===== src/rtl/wide_add_sequencer_pkg.sv =====
// Shared definitions for the multi-precision add/subtract sequencer.
package wide_add_sequencer_pkg;

  localparam int WORD_W = 16;

  typedef enum logic [1:0] {
    IDLE = 2'd0,
    RUN  = 2'd1,
    DONE = 2'd2
  } state_t;

  // Word-index width; at least one bit so the index register is never zero-width.
  function automatic int idx_w(input int words);
    return (words > 1) ? $clog2(words) : 1;
  endfunction

endpackage


===== src/rtl/wide_add_sequencer_adder.sv =====
// Purely combinational 16-bit ripple-carry adder used as the shared word slice.
module full_adder_16bit (
  input  logic [15:0] a,
  input  logic [15:0] b,
  input  logic        ci,
  output logic [15:0] s,
  output logic        co
);

  // Ripple the carry bit by bit from LSB to MSB.
  always_comb begin
    logic cy;
    s  = '0;
    cy = ci;
    for (int i = 0; i < 16; i++) begin
      s[i] = a[i] ^ b[i] ^ cy;
      cy   = (a[i] & b[i]) | (cy & (a[i] ^ b[i]));
    end
    co = cy;
  end

endmodule


===== src/rtl/wide_add_sequencer.sv =====
// Multi-precision add/subtract sequencer: feeds one 16-bit word per cycle,
// LSB word first, through a single shared adder and keeps the carry in a
// register between words.
module wide_add_sequencer
  import wide_add_sequencer_pkg::*;
#(
  parameter int WORDS = 4
) (
  input  logic                  clk,
  input  logic                  rst_n,
  input  logic                  in_valid,
  output logic                  in_ready,
  input  logic [WORDS*16-1:0]   A,
  input  logic [WORDS*16-1:0]   B,
  input  logic                  Sub,
  input  logic                  Cin,
  output logic                  out_valid,
  input  logic                  out_ready,
  output logic [WORDS*16-1:0]   Sum,
  output logic                  Cout,
  output logic                  Ovf,
  output logic                  busy
);

  localparam int W  = WORDS * WORD_W;
  localparam int IW = idx_w(WORDS);
  localparam logic [IW-1:0] LAST_IDX = IW'(WORDS - 1);

  state_t            state_q, state_d;
  logic [W-1:0]      a_q, b_q, sum_q;
  logic              carry_q, cout_q, ovf_q;
  logic [IW-1:0]     idx_q;

  logic              in_hs, out_hs, last_word;
  logic [WORD_W-1:0] a_word, b_word, s_word;
  logic              co_word;

  assign in_hs     = (state_q == IDLE) && in_valid;
  assign out_hs    = (state_q == DONE) && out_ready;
  assign last_word = (idx_q == LAST_IDX);

  // State register; reset aborts any operation in flight.
  always_ff @(posedge clk or negedge rst_n) begin
    if (!rst_n) state_q <= IDLE;
    else        state_q <= state_d;
  end

  // Next-state decode and handshake/status outputs.
  always_comb begin
    state_d   = state_q;
    in_ready  = 1'b0;
    out_valid = 1'b0;
    busy      = 1'b0;
    unique case (state_q)
      IDLE: begin
        in_ready = 1'b1;
        if (in_valid) state_d = RUN;
      end
      RUN: begin
        busy = 1'b1;
        if (last_word) state_d = DONE;
      end
      DONE: begin
        busy      = 1'b1;
        out_valid = 1'b1;
        if (out_ready) state_d = IDLE;
      end
      default: state_d = IDLE;
    endcase
  end

  // Operand capture; B is stored already inverted for subtraction.
  always_ff @(posedge clk) begin
    if (in_hs) begin
      a_q <= A;
      b_q <= Sub ? ~B : B;
    end
  end

  // Select the current word of each operand for the shared adder.
  always_comb begin
    a_word = '0;
    b_word = '0;
    for (int w = 0; w < WORDS; w++) begin
      if (idx_q == IW'(w)) begin
        a_word = a_q[w*WORD_W +: WORD_W];
        b_word = b_q[w*WORD_W +: WORD_W];
      end
    end
  end

  full_adder_16bit u_adder (
    .a  (a_word),
    .b  (b_word),
    .ci (carry_q),
    .s  (s_word),
    .co (co_word)
  );

  // Word sequencing: index, carry chain, result words and final flags.
  always_ff @(posedge clk or negedge rst_n) begin
    if (!rst_n) begin
      idx_q   <= '0;
      carry_q <= 1'b0;
      sum_q   <= '0;
      cout_q  <= 1'b0;
      ovf_q   <= 1'b0;
    end else if (in_hs) begin
      idx_q   <= '0;
      carry_q <= Cin;
    end else if (state_q == RUN) begin
      carry_q <= co_word;
      for (int w = 0; w < WORDS; w++) begin
        if (idx_q == IW'(w)) sum_q[w*WORD_W +: WORD_W] <= s_word;
      end
      if (last_word) begin
        cout_q <= co_word;
        ovf_q  <= (a_q[W-1] == b_q[W-1]) && (s_word[WORD_W-1] != a_q[W-1]);
      end else begin
        idx_q <= idx_q + 1'b1;
      end
    end
  end

  assign Sum  = sum_q;
  assign Cout = cout_q;
  assign Ovf  = ovf_q;

  // A pending drain has no effect on data; DONE simply holds its registers.
  logic unused_ok;
  assign unused_ok = out_hs;

endmodule


===== config.mk =====
export PLATFORM = sky130hd
export DESIGN_NAME = wide_add_sequencer
export DESIGN_NICKNAME = d
export VERILOG_FILES = /design/src/rtl/wide_add_sequencer_pkg.sv /design/src/rtl/wide_add_sequencer_adder.sv /design/src/rtl/wide_add_sequencer.sv
export SDC_FILE = /design/constraint.sdc
export NUM_CORES = 1
export LEC_CHECK = 0
export BUFFER_PORTS_ARGS = -buffer_cell sky130_fd_sc_hd__buf_2
export CAP_MARGIN = 20
export CORE_UTILIZATION = 42
export CTS_BUF_LIST = sky130_fd_sc_hd__clkbuf_4
export DETAILED_ROUTE_END_ITERATION = 12
export PLACE_DENSITY_LB_ADDON = 0.15
export SYNTH_ARGS = -nofsm -noshare
export SYNTH_HDL_FRONTEND = slang
export SYNTH_HIERARCHICAL = 1
export SYNTH_SLANG_ARGS = --single-unit

===== constraint.sdc =====
create_clock -name clk -period 7.4 [get_ports clk]
set_clock_uncertainty 0.05 [all_clocks]
set_input_delay 1.48 -clock clk [delete_from_list [all_inputs] [get_ports clk]]
set_output_delay 1.48 -clock clk [all_outputs]
set_load 0.03 [all_outputs]

==> flow_summary.yaml, run 1 <==
placement:
  post-dp-hpwl_mm: 13.60
  dpl.cell_count: 1010
  postPlaceCellArea_sq_um: 10030
  numPortBuffers: 202
  place_congestion: 0.7623
critical_path:
  cp-start-kind: "flip-flop"
  r2r_cells: 27
  crit_path_end_kind: "flip-flop"
  worstPathMaxFanout: 6
  cpMostUsedCell: "fa_2"
  crit_start: "idx_q[0]"
  worstSetupPathType: "reg2reg"
  r2r_start: "idx_q[0]"
  r2r_setup_slack_ns: -0.03
  crit_required_ns: 7.83
  arrival_ns: 7.86
  critPathMaxStageDelay_ns: 0.44
  reg2reg_to: "Ovf"
  slowest_stage: "dfrtp_1"
clocking:
  cts_max_level: 4
  cts_buffers: 17
  cts-root-buf: "clkbuf_4"
  cts_max_path_buffers: 2
  cts_hold_buffers: 0
  clock_latency_ns: 0.58
  clkTransAtPathRegs_ns: 0.15
  clkSinkCount: 199
  cts_tree: "yes"
yosys:
  synth_top_family_by_area: "multiplexers"
  yosys_warnings: 6
  synth_fa_ha_area_share_pct: 4.839
  avgSynthCellArea_sq_um: 15.71
  synth_top_area_share_pct: 44.25
  yosysSeqAreaShare_pct: 64.70
  synth_compound_area_share_pct: 6.381
  netlist_area_sq_um: 8687
  ys_types: 30
  syn_nets: 711
  async_flop_share_pct: 35.68
  ys_ff_latch: 199
  muxShareOfSynthArea_pct: 9.477
  ys.flop_type: "edfxtp_1"
  synth_enable_flop_cells: 128
  synth_most_common_cell: "edfxtp_1"
  yosys-top-cells-area: "edfxtp_1 (44%), dfrtp_1 (20%), mux2_2 (7.5%), xor2_1 (6.5%), fa_1 (3.7%)"
  ys_top_cells_by_count: "edfxtp_1 (128), dfrtp_1 (71), xor2_1 (64)"
  synth_area_leader_cell: "edfxtp_1"
  synthSimpleGateAreaFrac_pct: 5.070
  synthXorXnorAreaFrac_pct: 6.553
  syn-instance-count: 553
grt:
  gr-usage-all-layers_pct: 18.29
  grt-ovfl-total: 0
  grt_first_pass_wirelength_mm: 29.51
  grt_start_max_net_pins: 72
  antenna_found_initial: 1
  grt_pass1_vias: 5435
floorplanning:
  die_y_um: 145.8
  dieWidth_um: 145.8
  rows: 52
  core_area_sq_um: 20230
  die_area_sq_um: 21260
  start_util_pct: 42.93
  num_io_pins: 203
min_path:
  hp-class: "reg2reg"
  min-delay-start: "Sum[12]"
  whs_path_depth: 1
  hold_path_end: "Sum[12]"
finish:
  fin_util_pct: 50.98
  stdcell_area_sq_um: 10310
  syn_to_final_growth_pct: 18.74
  drive_gt1_share_pct: 46.12
  nets: 919
  fin_cells: 1046
  filler_cell_count: 1794
timing:
  fin_crit_sh_pct: 100.4
  worst_slack_ns: -0.03219
  finalHoldViolCount: 0
  worst_pin_slew_ns: 0.9146
  setup_tns_ns: -0.03219
  maxSlewHeadroom_pct: 39.03
  grt_setup_unrepaired: "true"
  setup_violations: 1
  slew_viol_final: 0
  min_period_ns: 7.432
  max_freq_ghz: 0.1346
drt:
  wl_per_cell_um: 17.86
  drtIter0Drc: 301
  vias: 5103
  drt_wl_total_mm: 18.68
  first_pass_iters: 4
  drc: 0
  viasPerCell: 4.879
  drtAntennaViolNets: 0
run_status:
  violations: "negative setup slack"
  status: "finished, violations left"
job:
  max_cap_viol_count: 0
power_and_ir_drop:
  peakVddDrop_mv: 0.2255
  power_leakage_nw: 4.287
  p_per_area_nw_per_um2: 467.7
critical path, delay by kind of cell (launching register included):
family | cells | cell delay [ns]
AO/OA/AOI/OAI | 3 | 0.43
adder cells (fa/ha/maj) | 17 | 5.69
flip-flops | 1 | 0.44
buffers and inverters | 5 | 0.37
AND/OR/NAND/NOR | 1 | 0.07
multiplexers | 1 | 0.26
layer usage:
layer / vias to the layer above / track usage (%) / share of wire (%)
met1: 2500 / 25.07 / 46
li1: 2430 / - / -
met2: 156 / 29.43 / 48
met3: 17 / 3.636 / 4.6
met5: - / 0 / 0
met4: 0 / 5.632 / 1.3
how the worst max path moves through the flow:
stage / endpoint / slack [ns] / cells after the start
2_1_floorplan: Ovf / -0.04 / 29
6_report: Ovf / -0.03 / 27
3_3_place_gp: Ovf / -0.13 / 27
4_1_cts: Ovf / -0.02 / 26
3_5_place_dp: Ovf / -0.19 / 27
5_1_grt: Ovf / -0.28 / 27
where the power goes:
group / switching, mW / internal (mW) / total, mW
Sequential: 0.145 / 1.58 / 1.72
Clock: 0.354 / 0.139 / 0.493
Combinational: 1.56 / 1.05 / 2.61
Total: 2.06 / 2.76 / 4.82
flip-flops by register name, summed over array words and instances (netlist names):
name / flops
Sum: 64
a_q: 64
b_q: 64
idx_q: 2
state_q: 2
Cout: 1
Ovf: 1
carry_q: 1
through the flow:
stage	setup slack (ns)	hold WS, ns	power, mW
finish	-0.03219	0.4679	4.824
global route	-0.2802	0.4891	5.146
CTS	-0.01705	0.4711	4.867
detailed placement	-0.1942	0.4372	4.338
global placement	-0.1282	0.4329	4.263
floorplan	-0.04181	0.4576	3.503
cells in the final DEF (no fill, tap or decap), types with 4 or more instances in the layout:
cell      synthesis  layout
nand3_4           4       4
xor2_1           64      64
inv_1            18      12
clkinv_2          0       4
clkbuf_4          0      19
mux2_2           58      58
nand2_1          33      33
edfxtp_1        128     128
o31ai_1          31      30
fa_2              0      14
inv_2             0       8
buf_4             4      19
mux2_4           10      10
a221oi_1         31      29
dfrtp_1          71      71
ha_1              8       4
buf_2            12     201
nor2b_1          31      31
layout make-up:
type                       count  area (sq um)  share of cell area [%]
multi-input combinational    303          2890                   28.02
clock buffer                  19         142.6                   1.383
tap                          270         337.8                   3.275
inverter                      18         70.07                  0.6793
clock inverter                13         77.57                  0.7521
sequential                   199          5620                   54.49
antenna                        2         5.005                 0.04852
timing repair buffer         222          1171                   11.35
timing repair:
action	in CTS	in global routing
endpoints found under the setup margin	5	5
resized for setup	9	3
setup buffers	2	0
cell families after synthesis:
kind of cell / Yosys count
simple gates: 75
xor+xnor: 65
fa+ha+maj: 24
compound gates: 69
mux: 70
buf+inv: 51
flops: 199
Power figures use the tool's default switching activity.
==> run 2: changes to the inputs <==
--- a/config.mk
+++ b/config.mk
@@ -15,3 +15,4 @@
 export SYNTH_HDL_FRONTEND = slang
 export SYNTH_HIERARCHICAL = 1
 export SYNTH_SLANG_ARGS = --single-unit
+export TNS_END_PERCENT = 20
==> run 2 against run 1 <==
  * The run still ends with negative setup slack left
  * Wire length decreased by 0.30%
  * Fmax is essentially flat
  * Via count decreased by 0.18%
  * Sequential share of layout area unchanged
  * Critical path depth stayed put
==> flow_summary.yaml, run 2 (synthesized netlist as in run 1, its figures left out) <==
floorplanning:
  die_area_sq_um: 21260
  start_util_pct: 42.93
  rows: 52
  die_y_um: 145.8
  core_area_sq_um: 20230
  dieWidth_um: 145.8
  num_io_pins: 203
clocking:
  cts_hold_buffers: 0
  cts_tree: "yes"
  clock_latency_ns: 0.57
  cts_buffers: 17
  clkSinkCount: 199
  cts_max_path_buffers: 2
  cts_max_level: 4
  cts-root-buf: "clkbuf_4"
  clkTransAtPathRegs_ns: 0.14
grt:
  gr-usage-all-layers_pct: 18.25
  grt_start_max_net_pins: 72
  grt-ovfl-total: 0
  grt_first_pass_wirelength_mm: 29.44
  antenna_found_initial: 1
  grt_pass1_vias: 5428
placement:
  dpl.cell_count: 1010
  place_congestion: 0.7623
  post-dp-hpwl_mm: 13.60
  postPlaceCellArea_sq_um: 10030
  numPortBuffers: 202
critical_path:
  crit_required_ns: 7.82
  critPathMaxStageDelay_ns: 0.43
  critical-path-top-delay-family: "adder cells"
  worstPathMaxFanout: 6
  crit_path_end_kind: "flip-flop"
  arrival_ns: 7.85
  crit_buf_inv: 5
  slowest_stage: "dfrtp_1"
  cp-start-kind: "flip-flop"
  cpMostUsedCell: "fa_2"
  worstSetupPathType: "reg2reg"
drt:
  drtAntennaViolNets: 0
  vias: 5094
  viasPerCell: 4.870
  first_pass_iters: 4
  drtIter0Drc: 295
  drt_wl_total_mm: 18.62
  wl_per_cell_um: 17.80
  drc: 0
finish:
  nets: 919
  syn_to_final_growth_pct: 18.74
  register_area_sq_um: 5620
  most-common-layout-cells: "buf_2 (201), edfxtp_1 (128), dfrtp_1 (71)"
  filler_cell_count: 1795
  final_common_cell: "buf_2"
  fin_cells: 1046
  multi_input_area_sq_um: 2890
  stdcell_area_sq_um: 10310
  drive_gt1_share_pct: 46.12
timing:
  finalHoldViolCount: 0
  maxSlewHeadroom_pct: 39.13
  slew_viol_final: 0
  max_freq_ghz: 0.1345
  worst_slack_ns: -0.03327
  grt_setup_unrepaired: "true"
  fin_crit_sh_pct: 100.4
  setup_tns_ns: -0.03327
  setup_violations: 1
  worst_pin_slew_ns: 0.9131
  min_period_ns: 7.433
run_status:
  status: "finished, violations left"
  violations: "negative setup slack"
job:
  max_cap_viol_count: 0
min_path:
  hp-class: "reg2reg"
power_and_ir_drop:
  p_per_area_nw_per_um2: 466.6
  power_leakage_nw: 4.287
  peakVddDrop_mv: 0.2253
## run 2: cell counts in the layout (fill, tap and decap cells not counted)
No cell type changed its count.
## run 2: area by class of cell
type	instances	area share, %
Tap cell	270	3.275
Antenna cell	2	0.04852
Sequential cell	199	54.49
Clock inverter	13	0.7521
Timing Repair Buffer	222	11.35
Multi-Input combinational cell	303	28.02
Clock buffer	19	1.383
Inverter	18	0.6793
## run 2: metrics by stage
stage	total power, mW	util, %	hold WS (ns)	setup WS (ns)
global placement	4.263	49.59	0.4329	-0.1282
global route	5.143	50.98	0.4891	-0.2645
CTS	4.844	50.80	0.4711	-0.1734
floorplan	3.503	-	0.4576	-0.04181
detailed placement	4.338	49.59	0.4372	-0.1942
finish	4.813	50.98	0.4679	-0.03327
## run 2: final timing paths
kind	from	endpoint	slack, ns	depth (start not counted)
max reg2reg	idx_q[0]	Ovf	-0.03	27
max	idx_q[0]	Ovf	-0.03	27
min reg2reg	Sum[12]	Sum[12]	0.47	1
max in group asynchronous	rst_n	Sum[35]	5.67	2
min	Sum[12]	Sum[12]	0.47	1
min in group asynchronous	rst_n	Sum[59]	1.04	2
## run 2: layer usage
layer / share of wire [%] / routed length [um] / up-vias / track usage (%)
met5: 0 / 0 / - / 0
met4: 1.2 / 224 / 0 / 5.632
met3: 4.7 / 880 / 15 / 3.636
met2: 48 / 8920 / 159 / 29.31
met1: 46 / 8596 / 2493 / 25.05
li1: - / - / 2427 / -
## run 2: repair_timing
action	4_1_cts	5_1_grt
gates cloned	0	0
gates resized for setup	1	11
pin swaps	0	1
buffers inserted	2	0
setup endpoints to repair	5	7
## run 2: where the power goes
group	internal [mW]	switching, mW
clock network	0.139	0.352
logic	1.05	1.55
registers	1.58	0.145
total	2.76	2.05
==> run 3: changes to the inputs <==
--- a/config.mk
+++ b/config.mk
@@ -7,7 +7,7 @@
 export LEC_CHECK = 0
 export BUFFER_PORTS_ARGS = -buffer_cell sky130_fd_sc_hd__buf_2
 export CAP_MARGIN = 20
-export CORE_UTILIZATION = 42
+export CORE_UTILIZATION = 50
 export CTS_BUF_LIST = sky130_fd_sc_hd__clkbuf_4
 export DETAILED_ROUTE_END_ITERATION = 12
 export PLACE_DENSITY_LB_ADDON = 0.15
==> run 3 against run 2 <==
  * Fmax is 1.4% lower
  * Worst hold slack worse by 0.0024 ns
  * Combinational power hardly changed
  * Die area is 16% lower
  * Register-to-register slack worse by 0.10 ns
  * Highest routed layer unchanged
  * Clock power is 8.6% higher
  * Worst setup slack worse by 0.10 ns
  * Design area is 0.24% lower
  * Via count is 2.7% higher
  * The flow still finishes with violations (negative setup slack)
  * Non-clock buffer count is 1 lower
  * Critical path depth is 1 lower
==> flow_summary.yaml, run 3 (synthesized netlist as in run 1, its figures left out) <==
floorplanning:
  die_y_um: 133.8
  die_area_sq_um: 17910
  num_io_pins: 203
  core_area_sq_um: 16760
  dieWidth_um: 133.8
  start_util_pct: 51.83
  rows: 47
timing:
  worst_slack_ns: -0.1370
  min_period_ns: 7.537
  whs_ns: 0.4655
  worst_pin_slew_ns: 0.9902
  max_freq_ghz: 0.1327
  slew_viol_final: 0
  maxSlewHeadroom_pct: 33.99
  setup_violations: 2
  fin_crit_sh_pct: 101.9
  grt_setup_unrepaired: "true"
  finalHoldViolCount: 0
critical_path:
  r2r_setup_slack_ns: -0.14
  crit_path_end_kind: "flip-flop"
  r2r_cells: 26
  crit_start: "idx_q[0]"
  arrival_ns: 7.96
  worstSetupPathType: "reg2reg"
  reg2reg_to: "Ovf"
  r2r_start: "idx_q[0]"
  cp-start-kind: "flip-flop"
  crit_required_ns: 7.82
  crit_end: "Ovf"
  worstPathMaxFanout: 5
finish:
  nets: 918
  fin_cells: 997
  most-common-layout-cells: "buf_2 (201), edfxtp_1 (128), dfrtp_1 (71)"
  drive_gt1_share_pct: 45.80
  fin_util_pct: 61.40
  final_common_cell: "buf_2"
  syn_to_final_growth_pct: 18.45
drt:
  vias: 5233
  drtIter0Drc: 277
  drtAntennaViolNets: 0
  viasPerCell: 5.249
  drc: 0
  first_pass_iters: 4
  drt_wl_total_mm: 18.47
  wl_per_cell_um: 18.53
placement:
  post-place-ws_ns: -0.2257
  dpl.cell_count: 960
  post-dp-hpwl_mm: 13.20
  place_congestion: 0.8265
  numPortBuffers: 202
power_and_ir_drop:
  netSwitchingFraction_pct: 42.65
  combinationalPowerShare_pct: 53.7
  p_int_mw: 2.790
  power.switching_mw: 2.074
  power_leakage_nw: 4.271
  p_per_area_nw_per_um2: 472.7
  power_frac_seq_pct: 35.3
  peakVddDrop_mv: 0.2788
  pwr-share-clk_pct: 11.0
grt:
  grt_pass1_vias: 5379
  gr-usage-all-layers_pct: 21.49
  grt_first_pass_wirelength_mm: 28.66
  antenna_found_initial: 4
  grt_start_max_net_pins: 84
  grt-ovfl-total: 0
job:
  max_cap_viol_count: 0
clocking:
  cts_tree: "yes"
  cts_hold_buffers: 0
  cts_max_level: 4
  cts-root-buf: "clkbuf_4"
  clkSinkCount: 199
  cts_max_path_buffers: 2
  cts_buffers: 17
  clkTransAtPathRegs_ns: 0.14
  clock_latency_ns: 0.58
run_status:
  violations: "negative setup slack"
  status: "finished, violations left"
min_path:
  hp-class: "reg2reg"
-- run 3: cell types whose count changed in the layout (fill, tap and decap cells not counted), sizes merged --
| cell | change |
|---|---|
| bufinv | +1 |
| clkinvlp | +3 |
| clkinv | +3 |
| buf | -1 |
| clkbuf | -2 |
| diode | +2 |
| inv | -5 |
-- run 3: repair_timing --
action                     in CTS  in global routing
buffers inserted                1                  0
setup endpoints to repair       5                  5
resized for setup              10                  2
pin swaps                       1                  1
-- run 3: per-layer routing --
| layer | global-route usage [%] | part of all wire [%] | wire (um) | vias to the layer above |
|---|---|---|---|---|
| met1 | 28.90 | 45 | 8232 | 2607 |
| met3 | 5.253 | 5.1 | 938 | 30 |
| met5 | 0 | 0 | 0 | - |
| met4 | 8.018 | 2.0 | 362 | 0 |
| met2 | 33.97 | 48 | 8939 | 174 |
| li1 | - | - | - | 2422 |
-- run 3: power by group through the flow --
stage               Sequential [mW]  Clock [mW]  Combinational, mW
finish                         1.72       0.533               2.61
global route                   1.75       0.593               2.81
CTS                            1.72       0.551               2.61
detailed placement             1.75           0               2.57
global placement               1.73           0               2.48
floorplan                      2.10           0               1.41
-- run 3: area by class of cell --
class	count	area, sq um
diodes	4	10.01
clock buffers	17	127.6
clock inverters	15	128.9
fillers	1327	6470
inverters	18	70.07
multi-input cells	303	2902
flip-flops and latches	199	5620
well taps	220	275.3
repair buffers	221	1156
-- run 3: critical path: stages (launching register included) --
cell      delay (ns)
dfrtp_1         0.42
buf_4           0.15
ha_4            0.18
a221oi_4        0.30
o31ai_2         0.11
fa_2            0.39
inv_2           0.06
fa_1            0.17
inv_2           0.05
fa_2            0.36
fa_2            0.36
fa_2            0.37
fa_2            0.37
fa_2            0.36
fa_2            0.36
fa_2            0.35
fa_2            0.36
fa_2            0.35
fa_2            0.35
fa_2            0.35
fa_2            0.36
fa_2            0.34
inv_2           0.06
fa_1            0.42
inv_2           0.09
o22ai_1         0.08
mux2_2          0.26
-- run 3: how the worst min path moves through the flow --
stage | from | endpoint | slack (ns) | cells after the start
2_1_floorplan | state_q[1] | state_q[1] | 0.46 | 1
3_3_place_gp | Sum[4] | Sum[4] | 0.43 | 1
3_5_place_dp | Sum[6] | Sum[6] | 0.44 | 1
4_1_cts | Sum[51] | Sum[51] | 0.47 | 1
5_1_grt | Sum[22] | Sum[22] | 0.48 | 1
6_report | Sum[51] | Sum[51] | 0.47 | 1
-- run 3: per-stage QoR --
step	setup TNS (ns)	instance area [sq um]	total power [mW]
3_5_place_dp	-0.5377	9972	4.321
4_1_cts	-0.07412	10270	4.880
6_report	-0.1485	10290	4.864
5_1_grt	-0.9108	10290	5.160
2_1_floorplan	-0.04181	8743	3.503
3_3_place_gp	-0.08948	9972	4.219
